<file path="src/rtl/multiplexer_rr_stream.sv">
// N-channel stream multiplexer with a registered output word, valid/ready on every port,
// and either fixed (s) or round-robin channel selection.
module multiplexer_rr_stream #(
    parameter  int N_CH  = 4,
    parameter  int W     = 1,
    localparam int SEL_W = $clog2(N_CH)
) (
    input  logic                clock,
    input  logic                reset,
    input  logic                mode,
    input  logic [SEL_W-1:0]    s,
    input  logic [N_CH*W-1:0]   in_data,
    input  logic [N_CH-1:0]     in_valid,
    output logic [N_CH-1:0]     in_ready,
    output logic [W-1:0]        out_data,
    output logic [SEL_W-1:0]    out_ch,
    output logic                out_valid,
    input  logic                out_ready
);

    logic [SEL_W-1:0] ptr;
    logic             free;
    logic             found;
    logic             grant;
    logic [SEL_W-1:0] gidx;
    logic [SEL_W-1:0] ptr_next;
    logic [W-1:0]     sel_data;

    assign free  = !out_valid || out_ready;
    assign grant = found && free && !reset;

    // Round-robin scan runs from the farthest candidate back to ptr so the
    // nearest valid channel after ptr is the one left in gidx.
    always_comb begin
        int               j;
        logic [SEL_W-1:0] jj;
        found = 1'b0;
        gidx  = '0;
        j     = 0;
        jj    = '0;
        if (!mode) begin
            for (int k = 0; k < N_CH; k++) begin
                if (s == SEL_W'(k) && in_valid[k]) begin
                    found = 1'b1;
                    gidx  = SEL_W'(k);
                end
            end
        end else begin
            for (int i = N_CH - 1; i >= 0; i--) begin
                j = int'(ptr) + i;
                if (j >= N_CH) begin
                    j = j - N_CH;
                end
                jj = SEL_W'(j);
                if (in_valid[jj]) begin
                    found = 1'b1;
                    gidx  = jj;
                end
            end
        end
    end

    always_comb begin
        in_ready = '0;
        sel_data = '0;
        for (int k = 0; k < N_CH; k++) begin
            if (gidx == SEL_W'(k)) begin
                in_ready[k] = grant;
                sel_data    = in_data[k*W +: W];
            end
        end
    end

    assign ptr_next = (gidx == SEL_W'(N_CH - 1)) ? '0 : gidx + SEL_W'(1);

    // A free slot either takes the granted word or empties; a stalled slot holds everything.
    always_ff @(posedge clock) begin
        if (reset) begin
            out_valid <= 1'b0;
            out_data  <= '0;
            out_ch    <= '0;
            ptr       <= '0;
        end else if (free) begin
            if (grant) begin
                out_valid <= 1'b1;
                out_data  <= sel_data;
                out_ch    <= gidx;
                if (mode) begin
                    ptr <= ptr_next;
                end
            end else begin
                out_valid <= 1'b0;
            end
        end
    end

endmodule

</file>
<file path="config.mk">
export PLATFORM = sky130hd
export DESIGN_NAME = multiplexer_rr_stream
export DESIGN_NICKNAME = d
export VERILOG_FILES = /design/src/rtl/multiplexer_rr_stream.sv
export SDC_FILE = /design/constraint.sdc
export NUM_CORES = 1
export LEC_CHECK = 0
export ABC_AREA = 1
export CAP_MARGIN = 25
export CORE_UTILIZATION = 44
export DETAILED_ROUTE_END_ITERATION = 6
export MAX_ROUTING_LAYER = met4
export PLACE_DENSITY = 0.78
export SKIP_CTS_REPAIR_TIMING = 1
export SYNTH_ARGS = -nofsm -noshare
export SYNTH_HDL_FRONTEND = slang
export SYNTH_SLANG_ARGS = --single-unit
</file>
<file path="constraint.sdc">
create_clock -name clock -period 2.8 [get_ports clock]
set_input_delay 0.56 -clock clock [delete_from_list [all_inputs] [get_ports clock]]
set_output_delay 0.56 -clock clock [all_outputs]
set_load 0.1 [all_outputs]
</file>
==> results of run 1 <==
-- registers in the layout (all words and copies together), names as in the netlist --
register	cells
out_ch	2
out_data	1
ptr	2
out_valid	1
-- synthesized netlist by cell type, types with 2 or more instances --
library cell	instances
nand2_1	32
inv_1	22
nand3_1	15
nor2_1	12
dfxtp_1	6
ha_1	4
a21oi_1	3
nand3_2	3
o21ai_0	3
o21ai_1	2
-- worst max-delay path by stage --
stage | endpoint | slack (ps) | cells past startpoint
6_report | in_ready[0] | 110 | 10
2_1_floorplan | in_ready[1] | -60 | 13
5_1_grt | in_ready[1] | -8 | 12
3_5_place_dp | in_ready[1] | -220 | 15
3_3_place_gp | in_ready[1] | -210 | 15
4_1_cts | in_ready[1] | -240 | 15
-- cell families after synthesis --
group,count (synthesis),synth area share [%]
adders and majority gates,4,7.75
DFF,6,18.6
xor gates and xnor gates,1,1.36
AOI/OAI and AO/OA,11,9.88
buffers and inverters,24,15.1
and+or+nand+nor,65,47.3
-- power by group --
group	internal [uW]	total, uW	leakage, uW	switching [uW]
logic	102	292	0.000518	190
clock network	48.4	78.7	0.0000138	30.3
registers	96.5	103	0.0000496	6.55
-- stage by stage --
step / setup WS, ps / cells / hold slack (ps)
6_report: 114 / 161 / 472
5_1_grt: -7.91 / 161 / 510
4_1_cts: -238 / 160 / 475
3_5_place_dp: -223 / 157 / 463
3_3_place_gp: -209 / 157 / 460
2_1_floorplan: -58.4 / 111 / 533
-- worst min-delay path, cell delays in order (launching register included) --
cell	delay (ps)
dfxtp_1	300
nand3_1	70
nand2_1	50
-- cell type report --
| class | count | area (sq um) | share of cell area [%] |
|---|---|---|---|
| inverter | 23 | 86.3 | 8.07 |
| sequential | 6 | 120 | 11.2 |
| clock buffer | 3 | 22.5 | 2.11 |
| multi-input combinational | 81 | 482 | 45.0 |
| timing repair buffer | 33 | 340 | 31.8 |
| tap | 15 | 18.8 | 1.75 |
-- layer usage --
layer  share of wire [%]  vias to the layer above  routed length, um  track usage (%)
met4                0.61                        0                 11             10.0
met5                   0                        -                  0                -
li1                    -                      418                  -                -
met2                  51                       21                917             44.8
met3                 2.4                        2                 43             1.67
met1                  46                      351                831             31.9
==> impl_metrics.ini, run 1 <==
[flow_run]
maxCapViolations = 0

[cts]
htreeDepth = 1
clk_latency_ps = 240
clock_path_buffers = 2
tritoncts = built
clk_pin_slew_worst_paths_ps = 40
clock-root-buffer = clkbuf_4
cts_num_sinks = 6
numCtsBuffers = 3

[worst_setup_path]
crit_arrival_ps = 2130
cp-startpoint = s[0]
cp_slowest_stage_delay_ps = 470
cp_max_fo = 4
reg2reg_slack_ps = 610
crit_top_cell = inv_1
critical_path.startpoint_type = input port
crit_slowest_cell = clkdlybuf4s50_1
cpLargestDelayFamily = buffers and inverters
critical_path_class = input port to output port
r2r_cells = 15
setup.worst_path.end_class = output port
cp.required_ps = 2240
path_buf_inv = 4
cp_cell_sequence = clkdlybuf4s50_1 -> nand3_1 -> nand2_1 -> nor2_1 -> inv_1 -> nand2_2 -> ha_1 -> inv_1 -> nor2_2 -> buf_12
r2r-end = out_data$_SDFFE_PP0P_
reg2reg_from = ptr[0]$_SDFFE_PP0P_

[routing]
vias = 792
detail_route.iter0.violations = 18
drc_errors = 0
wl_per_cell_um = 11.2
postRouteWirelength_um = 1800
via_per_inst = 4.92
ant_nets = 0
first_pass_iters = 4

[sta]
hold_viol = 0
finalClockSkew_ps = 1.08
setup-violations-final = 0
fin_crit_ps = 2690
relSlewSlack_pct = 77.5
tightestPinTransition_ps = 334
fin_setup_tns_ps = 0
slew_viol_final = 0
timing.fmax_ghz = 0.372
final.period_utilization_pct = 95.9

[synthesis]
syn_area_sq_um = 646
yosysTopAreaCell = dfxtp_1
synth_ff_type = dfxtp_1
ys_warn_count = 0
yosysSeqAreaShare_pct = 18.6
synth_top_area_share_pct = 18.6
yosys_register_bits = 6
synth_enable_flop_cells = 0
ys_top_cells_by_area = dfxtp_1, nand2_1, inv_1
syn_inst = 111
ys_async_sr_fraction_pct = 0
yosys.cell_types.count = 19
avgSynthCellArea_sq_um = 5.82
syn_nets = 129

[power]
peakVddDrop_mv = 0.354
leakagePower_uw = 0.000581
p_total_uw = 473
powerDensity_nw_per_um2 = 443

[place]
numPortBuffers = 21
gp_congestion = 0.824
postPlaceCellArea_sq_um = 996
dp_hpwl_um = 1370

[hold_path]
min_to = out_ch[1]$_SDFFE_PP0P_
hold_class = register to register
hp-start = out_ch[1]$_SDFFE_PP0P_
worstHoldPathCells = 2

[finish]
layout_common_cells = nand2_1, inv_1, buf_4, nand3_1, clkdlybuf4s50_1
drive_above_1_share_pct = 32.9
final_cell_area_sq_um = 1070
finalNetCount = 166
diodes = 0
fillers = 107
final_util_pct = 80.2
final_common_cell = nand2_1
area_growth_pct = 65.7

[global_route]
grt_pass1_wl_um = 2710
grt_max_degree = 13
grt.overflow.total = 0
first_global_vias = 673
antenna_found_initial = 0
grt.total_usage_pct = 26.1

[floorplanning]
dieArea_sq_um = 1620
num_rows = 13
initial_core_util_pct = 48.4
ios = 22
core_sq_um = 1330
die_x_um = 40.3
die_y_um = 40.3

[run_status]
outcome = finished clean
Power figures use the tool's default switching activity.
==> inputs of run 2 (changes only) <==
GPL_TIMING_DRIVEN = 0   (was default)
==> run 2 against run 1 <==
  * The flow now finishes with violations (negative setup slack)
  * Sequential share of layout area is 0.22 points higher
  * Clock power grew 2.9%
  * Non-clock buffer count decreased by 9
  * Critical path type unchanged
  * Critical path depth increased by 1
  * Worst setup slack worse by 120 ps
  * Sequential power about the same
==> impl_metrics.ini, run 2 (synthesis gave the netlist of run 1 again) <==
[run_status]
outcome = finished with violations
failed_checks = negative setup slack

[global_route]
first_global_vias = 653
grt_pass1_wl_um = 2420
grt.overflow.total = 0
antenna_found_initial = 0
grt.total_usage_pct = 23.0
grt_max_degree = 11

[finish]
multi_input_area_sq_um = 519
drive_above_1_share_pct = 29.2
final_common_cell = nand2_1
largest_registers = out_ch: 2 flops, ptr: 2 flops
final_cells = 152
seqCellArea_sq_um = 121
final_util_pct = 79.5
layout_common_cells = nand2_1, inv_1, nand3_1, clkdlybuf4s50_1, nor2_1
diodes = 0
fillers = 99
finalNetCount = 157
area_growth_pct = 64.1

[floorplanning]
die_y_um = 40.3
num_rows = 13
die_x_um = 40.3
dieArea_sq_um = 1620
core_sq_um = 1330
initial_core_util_pct = 48.4
ios = 22

[routing]
ant_nets = 0
drc_errors = 0
first_pass_iters = 4
via_per_inst = 5.34
vias = 812
postRouteWirelength_um = 1970
detail_route.iter0.violations = 30
wl_per_cell_um = 13.0

[sta]
timing.fmax_ghz = 0.356
fin_setup_tns_ps = -10.8
hold_viol = 0
final.period_utilization_pct = 100
slew_viol_final = 0
setup_ws_ps = -10.8
setup-violations-final = 1
tightestPinTransition_ps = 972
relSlewSlack_pct = 35.0
fin_crit_ps = 2810
finalClockSkew_ps = 5.80

[worst_setup_path]
crit_top_cell = inv_2
crit_slowest_cell = clkdlybuf4s50_1
cpLargestDelayFamily = buffers and inverters
path_buf_inv = 6
cp_slowest_stage_delay_ps = 510
cp.required_ps = 2240
cp_cell_sequence = clkdlybuf4s50_1 -> inv_2 -> nand2_1 -> nor2_1 -> inv_1 -> nand2_2 -> inv_2 -> ha_1 -> inv_2 -> nor2_4 -> buf_12
crit_arrival_ps = 2250
reg2reg_slack_ps = 560
critical_path.startpoint_type = input port
setup.worst_path.end_class = output port
critical_path_class = input port to output port
cp_max_fo = 4

[hold_path]
hold_class = register to register

[flow_run]
maxCapViolations = 0

[cts]
clock-root-buffer = clkbuf_4
tritoncts = built
cts_num_sinks = 6
numCtsBuffers = 3
clk_latency_ps = 250
clk_pin_slew_worst_paths_ps = 50
htreeDepth = 1
clock_path_buffers = 2

[place]
numPortBuffers = 21
dp_hpwl_um = 1310
numPlacedInstances = 147
gp_congestion = 0.809

[power]
peakVddDrop_mv = 0.349
leakagePower_uw = 0.000549
p_total_uw = 482
powerDensity_nw_per_um2 = 455
## run 2: cell count changes in the layout (fill, tap and decap cells not counted), moves of 2 or more
cell             previous run  this run
clkdlybuf4s50_1             9        12
inv_1                      18        16
ha_4                        0         2
buf_4                      16         2
## run 2: per-layer routing
layer / share of wire [%] / global-route usage (%)
met5: 0 / -
met4: 1.2 / 12.5
met3: 3.5 / 3.33
met2: 54 / 40.3
met1: 42 / 24.6
## run 2: layout make-up
class,count,area share [%]
buffer,1,1.06
clock buffer,3,2.13
inverter,23,8.38
multi-input combinational,81,49.0
sequential,6,11.5
tap,15,1.77
timing repair buffer,23,26.2
## run 2: power breakdown
group / leakage (uW) / internal [uW] / switching (uW)
registers: 0.0000500 / 96.6 / 7.36
clock network: 0.0000138 / 48.6 / 32.5
logic: 0.000486 / 99.7 / 197
## run 2: metrics by stage
step           area (sq um)  worst slack (ps)  hold WS, ps
6_report               1060             -10.8          478
5_1_grt                1060             -64.6          511
4_1_cts                 917             -1200          479
3_5_place_dp            895             -1190          466
3_3_place_gp            895             -1120          462
2_1_floorplan           666             -58.4          533
## run 2: worst paths after layout
kind                                        startpoint                     end  depth (start not counted)
worst max-delay path                              mode             in_ready[3]                         11
worst max register to register     ptr[0]$_SDFFE_PP0P_   out_data$_SDFFE_PP0P_                         15
worst min-delay path            out_ch[0]$_SDFFE_PP0P_  out_ch[0]$_SDFFE_PP0P_                          2
worst min register to register  out_ch[0]$_SDFFE_PP0P_  out_ch[0]$_SDFFE_PP0P_                          2
## run 2: tightest hold or removal path: cells and delay by family (launching register included)
kind	cells	cell delay, ps
simple gates	2	120
flops	1	310
==> inputs of run 3 (changes only) <==
GPL_ROUTABILITY_DRIVEN = 0   (was default)
==> results of run 3 <==
The final DEF is identical to that of run 2; final timing and power are the same.
==> RTL change 1: new RTL, flow settings as in run 1 <==
The parameter `N_CH` goes from 4 to 8.
--- a/src/rtl/multiplexer_rr_stream.sv
+++ b/src/rtl/multiplexer_rr_stream.sv
@@ -1,7 +1,7 @@
 // N-channel stream multiplexer with a registered output word, valid/ready on every port,
 // and either fixed (s) or round-robin channel selection.
 module multiplexer_rr_stream #(
-    parameter  int N_CH  = 4,
+    parameter  int N_CH  = 8,
     parameter  int W     = 1,
     localparam int SEL_W = $clog2(N_CH)
 ) (
Ports: changed (5 resized); port bits go from 22 to 36. The function was not compared with the original's and may differ.
==> RTL change 1 against run 1 <==
The run now ends with DRC, setup timing left; synthesized cell count up 120%; via count rose to 2.8 times the old value; routed wire length rose to 3.7 times the old value; hold slack better by 0.0080 ns; worst setup slack worse by 1.0 ns; largest cell class unchanged; highest routed layer unchanged; total power rose to 2.6 times the old value; cell count up 140%; area after synthesis up 120%; sequential cell count up 2; design area rose to 2.5 times the old value.
==> RTL change 1: results (changes against run 1) <==
* Worst-Margin Slew at 0.407 ns (+0.0735 ns)
* Inverters at 46 (+100%)
* Worst Skew at 0.00158 ns (+0.000499 ns)
* WL per Instance at 17.2 µm (+54%)
* Status: complete, but fails checks
* I/O Buffers at 35 (+67%)
* 1st-iter DRT viols at 271 (+253)
* Power Dens Cells at 460 mW/mm² (+3.9%)
* Setup slack after layout at -0.902 ns (-1.02 ns)
* Seq cells at 8 (+2)
* Met3 Resource Use GR at 0.0132 (-0.00348)
* Drt first pass iters at 7 (+3)
* Mapped Cells at 246 (+120%)
* Met1 Routed Length at 2630 µm (+220%)
* Final Setup Violations at 14 (+14)
* Biggest regs: out_ch (3), ptr (3)
* Fin Hold WS at 0.480 ns (+0.00796 ns)
* Worst R2R Path Depth at 30 (+15)
* Met1 usage at 0.365 (+0.0463)
* Post-Syn Nets at 277 (+110%)
* Crit path max-delay family: simple AND/OR/NAND/NOR gates
* #MultiIn Comb at 188 (+130%)
* Non-clock buffer share at 0.352 (+0.0340)
* Remaining DRCs at 1 (+1)
* Setup TNS at -8.22 ns (-8.22 ns)
* GP Congestion at 0.968 (+18%)
* CP max stage cell: dfxtp_4
* Bufs w/o clock at 103 (+210%)
* Non-filler cells in the finished layout at 392 (+140%)
* Fill count at 143 (+34%)
* Vias at 2233 (+180%)
* GRT Resource Usage Total at 0.273 (+0.0114)
* Clock-cell share at 0.00833 (-0.0127)
* Top post-synthesis cells by area: nand2_1 (17%), nand3_1 (13%), dfxtp_1 (11%)
* Worst Hold Launch: out_ch[2]
* Failing checks: DRC, setup timing
* Leak Pwr at 0.00136 µW (+130%)
* M2 GR Usage at 0.461 (+0.0138)
* Worst setup path endpoint: in_ready[6]
* Post-detail-place hpwl at 3720 µm (+170%)
* Worst reg-to-reg setup slack at -0.61 ns (-1.22 ns)
[RTL change 1: cell count changes after synthesis, sizes merged, moves of 6 or more]
cell | before | now
nand2 | 32 | 75
a21oi | 3 | 9
o21ai | 5 | 14
inv | 23 | 44
nor2 | 12 | 24
nand3 | 19 | 44
[RTL change 1: kinds of logic after synthesis]
family | count (synthesis) | share of synthesized area
xor+xnor | 1 | 0.00627
simple gates | 147 | 0.511
buf+inv | 50 | 0.160
flops | 8 | 0.115
fa+ha+maj | 8 | 0.0717
compound gates | 32 | 0.136
[RTL change 1: worst register-to-register path: cells and delay by family (launching register included)]
family          cells  cell delay, ns
buf+inv             4            0.31
simple gates       16            1.22
fa+ha+maj           2            0.51
compound gates      8            0.93
flops               1            0.38
[RTL change 1: per-stage QoR]
step,area [µm²],setup slack (ns)
CTS,2380,-0.924
global route,2700,-0.960
global placement,2350,-0.857
detailed placement,2350,-0.921
floorplan,1520,-0.633
finish,2700,-0.902
==> RTL change 2: new RTL, settings of run 1 <==
Made on the original files. Register the input `mode` before use. The logic sees it one clock later. The other inputs are not delayed to match.
--- a/src/rtl/multiplexer_rr_stream.sv
+++ b/src/rtl/multiplexer_rr_stream.sv
@@ -17,6 +17,12 @@
     output logic                out_valid,
     input  logic                out_ready
 );
+
+    logic mode_q;
+
+    always_ff @(posedge clock) begin
+        mode_q <= mode;
+    end
 
     logic [SEL_W-1:0] ptr;
     logic             free;
@@ -38,7 +44,7 @@
         gidx  = '0;
         j     = 0;
         jj    = '0;
-        if (!mode) begin
+        if (!mode_q) begin
             for (int k = 0; k < N_CH; k++) begin
                 if (s == SEL_W'(k) && in_valid[k]) begin
                     found = 1'b1;
@@ -85,7 +91,7 @@
                 out_valid <= 1'b1;
                 out_data  <= sel_data;
                 out_ch    <= gidx;
-                if (mode) begin
+                if (mode_q) begin
                     ptr <= ptr_next;
                 end
             end else begin
Function: changed (a bounded check fails within 4 cycles, from zero or initial values and one cycle with reset high).
==> RTL change 2 against run 1 <==
Worst setup slack better by 0.052 ns; design area grew 4.8%; routed wire length grew 2.2%; sequential share of layout area grew 1.3 points; combinational power rose by 2%; total power grew 7.0%; area after synthesis increased by 4.7%; utilization is 1.8 points higher; synthesized cell count down 0.90%; sequential cell count increased by 1; cell count up 1.2%.
==> RTL change 2: results (changes against run 1) <==
* CP max stage cell: ha_1
* Worst EP arrival at 2.07 ns (-0.06 ns)
* Initial antenna violation count at 0 (unchanged)
* Layout Nets at 167 (+0.60%)
* GRT Resource Usage Total at 0.243 (-0.0189)
* Clock Tree Root: clkbuf_4
* Met1 Routed Length at 803 µm (-3.4%)
* Status: finished, final reports clean
* Met3 Resource Use GR at 0.0163 (-0.000362)
* Async set-or-reset flop fraction in the synthesized netlist at 0 (unchanged)
* Post-synthesis cell type count at 20 (+1)
* Worst Hold Launch: out_ch[1]
* Clock Pin Slew Worst Setup and Hold Paths at 0.05 ns
* Post-Syn Nets at 128 (-0.78%)
* Main combinational cell family by area after synthesis: simple AND/OR/NAND/NOR gates
* Worst Skew at 0.00808 ns (+0.00700 ns)
* Synth Area in Compound Gates at 0.0870 (-0.0118)
* XOR/XNOR Fraction of Synth Area at 0.0130 (-0.000603)
* 1st-iter DRT viols at 13 (-5)
* Worst setup path start: in_valid[2]
* Synth warn at 0 (unchanged)
* Met2 WL at 983 µm (+7.2%)
* WL final at 1840 µm (+2.2%)
* Number of global-route vias before repair at 717 (+6.5%)
* Leak Pwr at 0.000617 µW (+6.2%)
* WL met3 at 57 µm (+33%)
* Met1 usage at 0.271 (-0.0480)
* Worst setup path endpoint: in_ready[3]
* Vias at 814 (+2.8%)
* Fill count at 97 (-9.3%)
* CP Max Fanout at 3 (-1)
* Top post-synthesis cells by area: dfxtp_1 (21%), nand2_1 (16%), nand3_1 (12%)
* Internal at 274 µW (+11%)
* Share of post-route cells with drive strength above 1 at 0.351 (+0.0226)
* Commonest cells post-synth: nand2_1 (29), inv_1 (21), nand3_1 (16), nor2_1 (11), dfxtp_1 (7)
* Post-detail-place hpwl at 1430 µm (+4.4%)
* Post-synth EDFFs at 0 (unchanged)
* Rel. slew slack at 0.725 (-0.0492)
* Critical path endpoint category: output port
* M2 GR Usage at 0.453 (+0.00554)
* Max incr delay on CP at 0.19 ns (-0.28 ns)
* RR Endpoint: out_data
* Worst reg-to-reg setup slack at 0.48 ns (-0.13 ns)
* First-pass GRT wire length at 2690 µm (-0.74%)
* Biggest regs: out_ch (2), ptr (2)
* Ant. Diodes at 0 (unchanged)
* Min-Delay Path Class: flip-flop to flip-flop
* Seq/Total Area, Yosys at 0.207 (+0.0214)
* Max rail drop VDD at 0.315 mV (-11%)
* GP Congestion at 0.818 (-0.69%)
* Clock Path Buffers at 2 (unchanged)
* Top Metal Used: met3
* Htree depth at 1 (unchanged)
* Post-Synth Adder-Cell Area at 0.0741 (-0.00345)
* Commonest register cell after synthesis: dfxtp_1
[RTL change 2: cells by family after synthesis]
group / Yosys count
fa+ha+maj: 4
compound gates: 9
buf+inv: 23
xor+xnor: 1
flops: 7
simple gates: 66
[RTL change 2: worst min path at each step]
stage / to / slack [ns] / cells after the start
detailed placement: out_ch[0] / 0.48 / 2
floorplan: ptr[1] / 0.53 / 2
global placement: out_data / 0.46 / 2
finish: out_ch[1] / 0.49 / 2
CTS: out_ch[0] / 0.49 / 2
global route: out_ch[1] / 0.51 / 2
[RTL change 2: worst max-delay path, delay by kind of cell]
| kind | cells | cell delay (ns) |
|---|---|---|
| simple gates | 7 | 0.62 |
| fa+ha+maj | 1 | 0.19 |
| compound gates | 1 | 0.07 |
| buf+inv | 5 | 0.64 |
[RTL change 2: stage by stage]
stage	std cells	setup slack, ns	cell area, µm²	setup TNS, ns	util
after CTS	161	-0.230	1050	-0.843	0.772
after global placement	157	-0.162	1030	-0.549	0.753
after detailed placement	157	-0.221	1030	-0.892	0.753
after floorplan	110	-0.0201	691	-0.0201	-
after global routing	163	0.0302	1120	0	0.821
final	163	0.166	1120	0	0.821
[RTL change 2: power by group through the flow]
stage / sequential [µW] / clock, µW / combinational [µW]
floorplan: 180 / 0 / 129
global placement: 120 / 0 / 276
detailed placement: 121 / 0 / 282
CTS: 118 / 91.0 / 284
global route: 120 / 100 / 320
finish: 119 / 88.3 / 299
[RTL change 2: layout make-up]
cell class,instances,share of cell area
Clock buffer,4,0.0234
Multi-Input combinational cell,80,0.440
Tap cell,15,0.0167
Inverter,22,0.0737
Timing Repair Buffer,35,0.321
Sequential cell,7,0.125
